--- src/rtl/fetch_unit.sv ---
// Instruction fetch unit: issues word-aligned reads to instruction memory and
// buffers one instruction for the decoder, with stall, redirect and drain handling.
module fetch_unit #(
  parameter logic [31:0] RESET_PC = 32'h00000000
) (
  input  logic        clock,
  input  logic        reset,
  output logic        imem_req,
  output logic [31:0] imem_addr,
  input  logic        imem_ack,
  input  logic [31:0] imem_data,
  input  logic        stall,
  input  logic        redirect,
  input  logic [31:0] redirect_pc,
  output logic        valid,
  output logic [31:0] instr,
  output logic [5:0]  op,
  output logic [5:0]  fn,
  output logic [31:0] pc_out,
  output logic [31:0] pc_plus4
);

  localparam int unsigned XLEN     = 32;
  localparam int unsigned OP_W     = 6;
  localparam logic [XLEN-1:0] WORD = XLEN'(4);

  typedef enum logic [1:0] {
    IDLE  = 2'd0,
    FETCH = 2'd1,
    HOLD  = 2'd2,
    DRAIN = 2'd3
  } state_e;

  state_e          state_q, state_d;
  logic [XLEN-1:0] pc_q, pc_d;
  logic            req_q, req_d;
  logic [XLEN-1:0] addr_q, addr_d;
  logic            valid_q, valid_d;
  logic [XLEN-1:0] instr_q, instr_d;
  logic [XLEN-1:0] pc_out_q, pc_out_d;
  logic [XLEN-1:0] pc_plus4_q, pc_plus4_d;

  logic [XLEN-1:0] redir_pc;
  logic [XLEN-1:0] addr_inc;

  assign redir_pc = {redirect_pc[XLEN-1:2], 2'b00};
  assign addr_inc = addr_q + WORD;

  // Next-state and registered-output logic; redirect always wins.
  always_comb begin
    state_d    = state_q;
    pc_d       = pc_q;
    req_d      = req_q;
    addr_d     = addr_q;
    valid_d    = valid_q;
    instr_d    = instr_q;
    pc_out_d   = pc_out_q;
    pc_plus4_d = pc_plus4_q;

    case (state_q)
      IDLE: begin
        valid_d = 1'b0;
        state_d = FETCH;
        req_d   = 1'b1;
        if (redirect) begin
          pc_d   = redir_pc;
          addr_d = redir_pc;
        end else begin
          addr_d = pc_q;
        end
      end
      FETCH: begin
        if (redirect) begin
          pc_d = redir_pc;
          // An acked request is done, so reissue at once; otherwise wait it out.
          if (imem_ack) addr_d  = redir_pc;
          else          state_d = DRAIN;
        end else if (imem_ack) begin
          instr_d    = imem_data;
          pc_out_d   = addr_q;
          pc_plus4_d = addr_inc;
          valid_d    = 1'b1;
          pc_d       = addr_inc;
          req_d      = 1'b0;
          state_d    = HOLD;
        end
      end
      HOLD: begin
        if (redirect) begin
          valid_d = 1'b0;
          pc_d    = redir_pc;
          req_d   = 1'b1;
          addr_d  = redir_pc;
          state_d = FETCH;
        end else if (!stall) begin
          valid_d = 1'b0;
          req_d   = 1'b1;
          addr_d  = pc_q;
          state_d = FETCH;
        end
      end
      DRAIN: begin
        if (redirect) begin
          pc_d = redir_pc;
        end else if (imem_ack) begin
          addr_d  = pc_q;
          state_d = FETCH;
        end
      end
      default: begin
        state_d = IDLE;
      end
    endcase
  end

  always_ff @(posedge clock or negedge reset) begin
    if (!reset) begin
      state_q    <= IDLE;
      pc_q       <= RESET_PC;
      req_q      <= 1'b0;
      addr_q     <= RESET_PC;
      valid_q    <= 1'b0;
      instr_q    <= '0;
      pc_out_q   <= '0;
      pc_plus4_q <= WORD;
    end else begin
      state_q    <= state_d;
      pc_q       <= pc_d;
      req_q      <= req_d;
      addr_q     <= addr_d;
      valid_q    <= valid_d;
      instr_q    <= instr_d;
      pc_out_q   <= pc_out_d;
      pc_plus4_q <= pc_plus4_d;
    end
  end

  assign imem_req  = req_q;
  assign imem_addr = addr_q;
  assign valid     = valid_q;
  assign instr     = instr_q;
  assign op        = instr_q[XLEN-1:XLEN-OP_W];
  assign fn        = instr_q[OP_W-1:0];
  assign pc_out    = pc_out_q;
  assign pc_plus4  = pc_plus4_q;

endmodule

--- config.mk ---
export PLATFORM = sky130hd
export DESIGN_NAME = fetch_unit
export DESIGN_NICKNAME = d
export VERILOG_FILES = /design/src/rtl/fetch_unit.sv
export SDC_FILE = /design/constraint.sdc
export NUM_CORES = 1
export LEC_CHECK = 0
export CORE_UTILIZATION = 33
export CTS_CLUSTER_SIZE = 30
export DETAILED_ROUTE_END_ITERATION = 12
export PLACE_DENSITY = 0.66
export SYNTH_ARGS = -nofsm -noshare
export SYNTH_HDL_FRONTEND = slang
export SYNTH_SLANG_ARGS = --single-unit
--- constraint.sdc ---
create_clock -name clock -period 1.9 [get_ports clock]
set_clock_uncertainty 0.1 [all_clocks]
set_input_delay 0.285 -clock clock [delete_from_list [all_inputs] [get_ports clock]]
set_output_delay 0.285 -clock clock [all_outputs]
set_load 0.005 [all_outputs]
## After elaboration in Yosys (flattened, before gate mapping)

Cells that the tools add are included.

| word-level totals | value |
|---|---|
| logic and storage cells | 57 |
| bits in registers | 164 |

| operators by class | value |
|---|---|
| equal/unequal tests | 11 |
| add/sub/neg operators | 1 |
| bitwise gates (word level) | 1 |
| multiplexer cells | 29 |
| reduce and logical (&&, ||, !) cells | 7 |

Operators by type and width:

| operator | number |
|---|---|
| 2-to-1 mux 32 bit | 9 |
| one-hot mux 32 bit (4 select lines) | 1 |
| one-hot mux 32 bit (2 select lines) | 1 |
| adder 32 x 3 -> 32 bit (second input constant) | 1 |
| 2-to-1 mux 2 bit | 7 |
| != test 2 bit (second input constant) | 5 |
| AND reduction 5 bit | 2 |
| != test 3 bit (second input constant) | 3 |
| 2-to-1 mux 1 bit | 8 |
| one-hot mux 2 bit (4 select lines) | 1 |
| one-hot mux 1 bit (3 select lines) | 2 |
| == test 2 bit (second input constant) | 2 |
| AND reduction 4 bit | 1 |
| AND reduction 3 bit | 1 |
| nonzero test 3 bit | 1 |
| OR reduction 3 bit | 1 |
| == test 2 x 1 -> 1 bit (second input constant) | 1 |
| logical NOT 2 bit | 1 |
| NOT 1 bit | 1 |

## Logic depth before layout (Yosys ltp)

Gate-level depths: netlist (run 1).

| logic depth | value |
|---|---|
| depth after elaboration | 4 |
| gate-level depth with buffers | 8 |
| depth with buffers taken out | 6 |

## Least setup slack after synthesis (run 1)

OpenSTA, ideal clock, no wires.

| timing path | value |
|---|---|
| path type | register to register |
| start | register addr_q[2] (netlist: imem_addr[2]) |
| end | register pc_q[18] |
| arrival time | 1.818 ns |
| path slack | -0.084 ns |
| library setup time | 0.066 ns |
| stages on the path, launching flop included | 7 |
| buffers on the path | 0 |
| clock period less this slack | 1.984 ns |
| path through | dfrtp_1 ha_1 nand3_2 nor4_4 a311oi_1 a41oi_1 o311a_1 |

| on the way | value |
|---|---|
| longest elaborated chain between the ends | 4 |

Ends and longest elaborated chain:

| item | RTL line | source |
|---|---|---|
| start: declaration | 37 | `logic [XLEN-1:0] addr_q, addr_d;` |
| start signal: assignment | 130 | `addr_q <= addr_d;` |
| adder 32 x 3 -> 32 bit | 47 | `assign addr_inc = addr_q + WORD;` |
| 2-to-1 mux 32 bit | 78 | `end else if (imem_ack) begin` |
| 2-to-1 mux 32 bit | 73 | `if (redirect) begin` |
| one-hot mux 32 bit (2 select lines) | 60 | `case (state_q)` |
| end signal: assignment | 128 | `pc_q <= pc_d;` |
| end: declaration | 35 | `logic [XLEN-1:0] pc_q, pc_d;` |

Every way passes these cells. The select of a mux whose other input is x is not followed.
A chain may end at the register's enable or synchronous reset.

## Worst setup path after layout (run 1)

| timing path | value |
|---|---|
| start | register addr_q[3] (netlist: imem_addr[3]) |
| end | output port imem_addr[3] |

RTL lines:

| item | RTL line | source |
|---|---|---|
| end: declaration | 9 | `output logic [31:0] imem_addr,` |

No word-level cell between the ends.

==> impl_metrics.tcl, run 1 <==
set metrics [dict create \
    avgRoutedWirePerCell_um 15.59 \
    clock.fmax_ghz 0.5369 \
    overflow 0 \
    syn_area_per_cell_um2 8.948 \
    critPathMaxStageDelay_ns 0.49 \
    synthesis.nets 882 \
    reg2reg_to "pc_q[19]" \
    layout_common_cells "nand2_1, clkdlybuf4s50_1, dfrtp_1" \
    syn_area_um2 7266 \
    cts_tree "built" \
    numPortBuffers 208 \
    min_path_type "in2async" \
    ys_ff_latch 162 \
    drc 0 \
    num_rows 53 \
    root_buffer "clkbuf_16" \
    grt_pass1_wl_um 32950 \
    slew_headroom_pct 74.23 \
    required_ns 1.51 \
    nets 1121 \
    vias 6389 \
    worstMarginPinSlew_ns 0.3866 \
    layout-drive-gt1-share_pct 12.88 \
    start_kind "flop" \
    antenna_found_initial 0 \
    place_congestion 0.7936 \
    ys_seq_area_share_pct 55.81 \
    synth_ff_type "dfrtp_1" \
    utilization_pct 50.86 \
    endpoint_kind "output port" \
    synthToLayoutAreaGrowth_pct 48.99 \
    place.detailed.hpwl_um 14680 \
    setup.worst_path.end "imem_addr[3]" \
    floorplan.initialDensity_pct 34.13 \
    cp_top_family "buffers and inverters" \
    cellLeakagePower_nw 4.926 \
    cp_slowest_cell "clkdlybuf4s50_1" \
    drtIter0Drc 482 \
    worstPathMaxFanout 4 \
    arrival_ns 1.48 \
    crit_type "reg2out" \
    clock_path_buffers 2 \
    numCtsBuffers 17 \
    yosysWarningCount 0 \
    grt_pass1_vias 6169 \
    rr_worst_depth 7 \
    synth_edf_count 0 \
    setup.worst_path.start "imem_addr[3]" \
    wirelength_um 20900 \
    firstDrtPassIters 5 \
    core_um2 21290 \
    post-route-period-util_pct 98.02 \
    drv_slew 0 \
    async_reset_ff_share_pct 100.0 \
    fp.dieW_um 150.4 \
    vias_per_cell 4.768 \
    min_period_ns 1.862 \
    mostFrequentLayoutCell "nand2_1" \
    dieArea_um2 22610 \
    worstSkewPairLatency_ns 0.43 \
    cts.sinks 162 \
    grt_usage_pct 19.17 \
    die_h_um 150.4 \
    worstSetupPathDepth 2 \
    cts_htree_levels 4 \
    cap_violations 0 \
    clkTransAtPathRegs_ns 0.07 \
    grt_max_degree 65 \
    crit-reg2reg-launch "imem_addr[2]" \
    cp_num_buf_inv 2 \
    r2r_slack_ns 0.09 \
    ioPinCount 211 \
    hold_viol 0 \
    drtAntennaViolNets 0 \
    rsz0062_at_grt "yes" \
    finalPower_mw 17.08 \
    ir_drop_uv 562.2 \
    path_cells "buf_4 > clkdlybuf4s50_1" \
    synth.distinct_cells 46 \
    status "finished, final reports clean" \
    finalSetupViolations 0 \
    synthCells 812 \
    pwr_density_cell_nw_per_um2 1578 \
]
==> layout make-up <==
type                    count  area (um^2)
fillers                  1943        10460
flip-flops and latches    162         4061
multi-input cells         578         2879
repair buffers            287         2873
clock buffers              17        425.4
well taps                 275        344.1
clock inverters            15        221.5
inverters                   5        18.77
diodes                      1        2.502
==> where the power goes <==
part / internal, mW / switching (mW) / leakage, nW
clock network: 2.24 / 1.53 / 0.308
registers: 4.89 / 0.943 / 1.96
logic: 4.27 / 3.21 / 2.66
total: 11.4 / 5.68 / 4.93
==> layer usage <==
| metal | track usage, % | part of all wire, % | vias to the layer above |
|---|---|---|---|
| li1 | - | - | 3126 |
| met1 | 25.17 | 45 | 3048 |
| met2 | 30.74 | 48 | 200 |
| met4 | 6.616 | 1.4 | 0 |
| met5 | 0 | 0 | - |
| met3 | 4.667 | 5.5 | 15 |
==> timing repair <==
| action | in CTS | in global routing |
|---|---|---|
| endpoints found under the setup margin | 4 | 43 |
| endpoints found under the hold margin | 42 | 0 |
| hold buffers | 1 | 0 |
| pin swaps | 0 | 2 |
| setup buffers | 2 | 12 |
| gates resized for setup | 4 | 27 |
==> worst min path at each step <==
stage,endpoint,slack (ns),cells after the start
detailed placement,pc_plus4[3],0.13,1
finish,pc_plus4[3],0.23,2
floorplan,imem_addr[0],-0.11,0
global placement,pc_plus4[3],0.12,1
CTS,pc_plus4[3],0.23,2
global route,pc_plus4[3],0.25,2
==> cells by family after synthesis <==
family	count (synthesis)	share of synthesized area (%)
mux	2	0.2755
xor+xnor	26	3.134
buf+inv	72	5.597
simple gates	434	25.25
fa+ha+maj	1	0.1722
compound gates	115	9.764
flops	162	55.81
==> Yosys cell counts (all sizes together), types with 3 or more instances <==
library cell	n	share of area (%)
nand4	8	1.1
inv	5	0.26
o21ai	40	2.8
o221ai	13	1.6
and3	3	0.28
nand3	13	0.96
o31ai	4	0.41
nand2b	4	0.45
a31oi	31	2.7
buf	24	2.3
nor4	4	0.76
nor3b	6	0.62
nor2	49	2.6
nand3b	3	0.31
xnor2	6	0.72
a21o	3	0.31
clkbuf	43	3.0
a21oi	17	1.2
nand2	335	17
xor2	20	2.4
dfrtp	161	55
==> flip-flops by register name, summed over array words and instances (netlist names) <==
name and cells:
imem_addr 32, instr 32, pc_out 32, pc_q 32, pc_plus4 30, state_q 2, imem_req 1, valid 1
==> worst reg2reg max path: cells and delay by family (launching register included) <==
family | cells | cell delay, ns
AOI/OAI and AO/OA | 1 | 0.14
xor gates and xnor gates | 1 | 0.19
buffers and inverters | 2 | 0.28
DFF | 1 | 0.42
and+or+nand+nor | 3 | 0.55
==> per-stage QoR <==
stage	hold slack, ns	setup TNS, ns	std cells	setup WS, ns	cell area (um^2)
after detailed placement	0.1272	-0.1437	1292	-0.04470	9955
final	0.2284	0	1340	0.03757	10830
after floorplan	-0.1106	0	812	0.05425	7266
after global routing	0.2474	-0.07862	1339	-0.03942	10820
after CTS	0.2260	0	1327	0.001103	10630
after global placement	0.1201	-0.01449	1292	-0.01144	9955
Note: power is estimated with default switching activity, not from simulation.
==> inputs of run 2 (changes only) <==
--- a/config.mk
+++ b/config.mk
@@ -6,6 +6,7 @@
 export NUM_CORES = 1
 export LEC_CHECK = 0
 export CORE_UTILIZATION = 33
+export CTS_CLUSTER_DIAMETER = 50
 export CTS_CLUSTER_SIZE = 30
 export DETAILED_ROUTE_END_ITERATION = 12
 export PLACE_DENSITY = 0.66
==> results of run 2 <==
Same layout as run 1: the final DEF is identical, and so are final timing and power.
==> inputs of run 3 (changes only) <==
--- a/config.mk
+++ b/config.mk
@@ -5,11 +5,13 @@
 export SDC_FILE = /design/constraint.sdc
 export NUM_CORES = 1
 export LEC_CHECK = 0
-export CORE_UTILIZATION = 33
+export CAP_MARGIN = 20
+export CORE_ASPECT_RATIO = 1.5
+export CORE_UTILIZATION = 43
 export CTS_CLUSTER_DIAMETER = 50
 export CTS_CLUSTER_SIZE = 30
 export DETAILED_ROUTE_END_ITERATION = 12
-export PLACE_DENSITY = 0.66
+export PLACE_DENSITY = 0.81
 export SYNTH_ARGS = -nofsm -noshare
 export SYNTH_HDL_FRONTEND = slang
 export SYNTH_SLANG_ARGS = --single-unit
==> impl_metrics.tcl, run 3 (synthesis gave the netlist of run 1 again) <==
set metrics [dict create \
    avgRoutedWirePerCell_um 16.84 \
    min_period_ns 1.896 \
    placed_cells 1218 \
    slew_headroom_pct 67.81 \
    reg2reg_to "pc_q[19]" \
    antenna_cells 0 \
    dieArea_um2 17430 \
    arrival_ns 1.51 \
    post-route-period-util_pct 99.77 \
    firstDrtPassIters 5 \
    drv_slew 0 \
    vias 6635 \
    cts.sinks 162 \
    endpoint_kind "output port" \
    layout-drive-gt1-share_pct 12.11 \
    setup-tns-final_ns 0 \
    clock.fmax_ghz 0.5275 \
    antenna_found_initial 0 \
    pwr_density_cell_nw_per_um2 1586 \
    wirelength_um 21270 \
    place_congestion 0.7877 \
    worstPathMaxFanout 4 \
    r2r_slack_ns 0.02 \
    ioPinCount 211 \
    ir_drop_uv 935.8 \
    rr_worst_depth 7 \
    drc 0 \
    place.detailed.hpwl_um 14030 \
    clkTransAtPathRegs_ns 0.07 \
    numPortBuffers 208 \
    root_buffer "clkbuf_16" \
    overflow 0 \
    rsz0062_at_grt "yes" \
    synthToLayoutAreaGrowth_pct 45.88 \
    status "finished, final reports clean" \
    cts_htree_levels 4 \
    worstSkewPairLatency_ns 0.43 \
    die_h_um 161.2 \
    worst_slack_ns 0.004309 \
    grt_usage_pct 24.79 \
    crit_type "reg2out" \
    fp.dieW_um 108.1 \
    grt_pass1_wl_um 33050 \
    hold_viol 0 \
    fillCellCount 1284 \
    vias_per_cell 5.253 \
    required_ns 1.51 \
    core_um2 16330 \
    clock_path_buffers 2 \
    fin_cells 1263 \
    num_rows 57 \
    floorplan.initialDensity_pct 44.49 \
    crit-reg2reg-launch "imem_addr[3]" \
    utilization_pct 64.90 \
    start_kind "flop" \
    cts_tree "built" \
    mostFrequentLayoutCell "nand2_1" \
    min_path_type "in2async" \
    nets 1114 \
    drtAntennaViolNets 0 \
    finalSetupViolations 0 \
    worstMarginPinSlew_ns 0.4785 \
    cellLeakagePower_nw 4.822 \
    cap_violations 0 \
    post-place-ws_ns -0.07945 \
    grt_max_degree 66 \
    numCtsBuffers 17 \
    layout_common_cells "nand2_1, clkdlybuf4s50_1, dfrtp_1" \
    grt_pass1_vias 6442 \
    drtIter0Drc 489 \
]
## run 3: what timing repair did
action / CTS / global route
pin swaps: 0 / 2
endpoints found under the hold margin: 41 / 0
hold buffers: 1 / 0
resized for setup: 4 / 22
setup buffers: 2 / 10
endpoints found under the setup margin: 6 / 41
## run 3: worst max-delay path: stages (launching register included)
cell             delay, ns
dfrtp_1               0.43
buf_6                 0.15
clkdlybuf4s50_1       0.51
## run 3: worst max-delay path by stage
stage,startpoint,end,slack (ns),cells after the start
after floorplan,imem_addr[2],pc_q[18],0.05,6
after global placement,imem_ack,pc_q[15],-0.05,7
after detailed placement,imem_ack,pc_plus4[15],-0.08,7
after CTS,imem_addr[12],imem_addr[12],0.001,2
after global routing,imem_addr[3],pc_q[21],-0.08,7
final,imem_addr[3],imem_addr[3],0.004,2
## run 3: power by group
part	switching (mW)	internal, mW	leakage, nW
Combinational	3.31	4.27	2.59
Sequential	0.957	4.88	1.96
Clock	1.53	1.85	0.278
## run 3: routing by layer
metal | global-route usage, % | wire length [um] | up-vias
met5 | 0 | 0 | -
met4 | 11.39 | 645 | 0
met3 | 5.206 | 1426 | 42
met2 | 43.02 | 11310 | 293
met1 | 28.88 | 7883 | 3198
li1 | - | - | 3102
## run 3: stage by stage
| stage | area (um^2) | total power [mW] | hold slack, ns |
|---|---|---|---|
| CTS | 10430 | 16.59 | 0.2649 |
| floorplan | 7266 | 8.624 | -0.1106 |
| global placement | 9818 | 12.86 | 0.1449 |
| finish | 10600 | 16.81 | 0.2682 |
| global route | 10600 | 17.83 | 0.2793 |
| detailed placement | 9818 | 13.08 | 0.1472 |
## run 3: final cells by class
| class | count | area (um^2) | share of cell area (%) |
|---|---|---|---|
| timing repair buffer | 280 | 2801 | 26.43 |
| tap | 206 | 257.7 | 2.432 |
| sequential | 162 | 4060 | 38.31 |
| clock inverter | 14 | 150.1 | 1.417 |
| inverter | 5 | 18.77 | 0.1771 |
| clock buffer | 18 | 429.2 | 4.049 |
| multi-input combinational | 578 | 2882 | 27.19 |
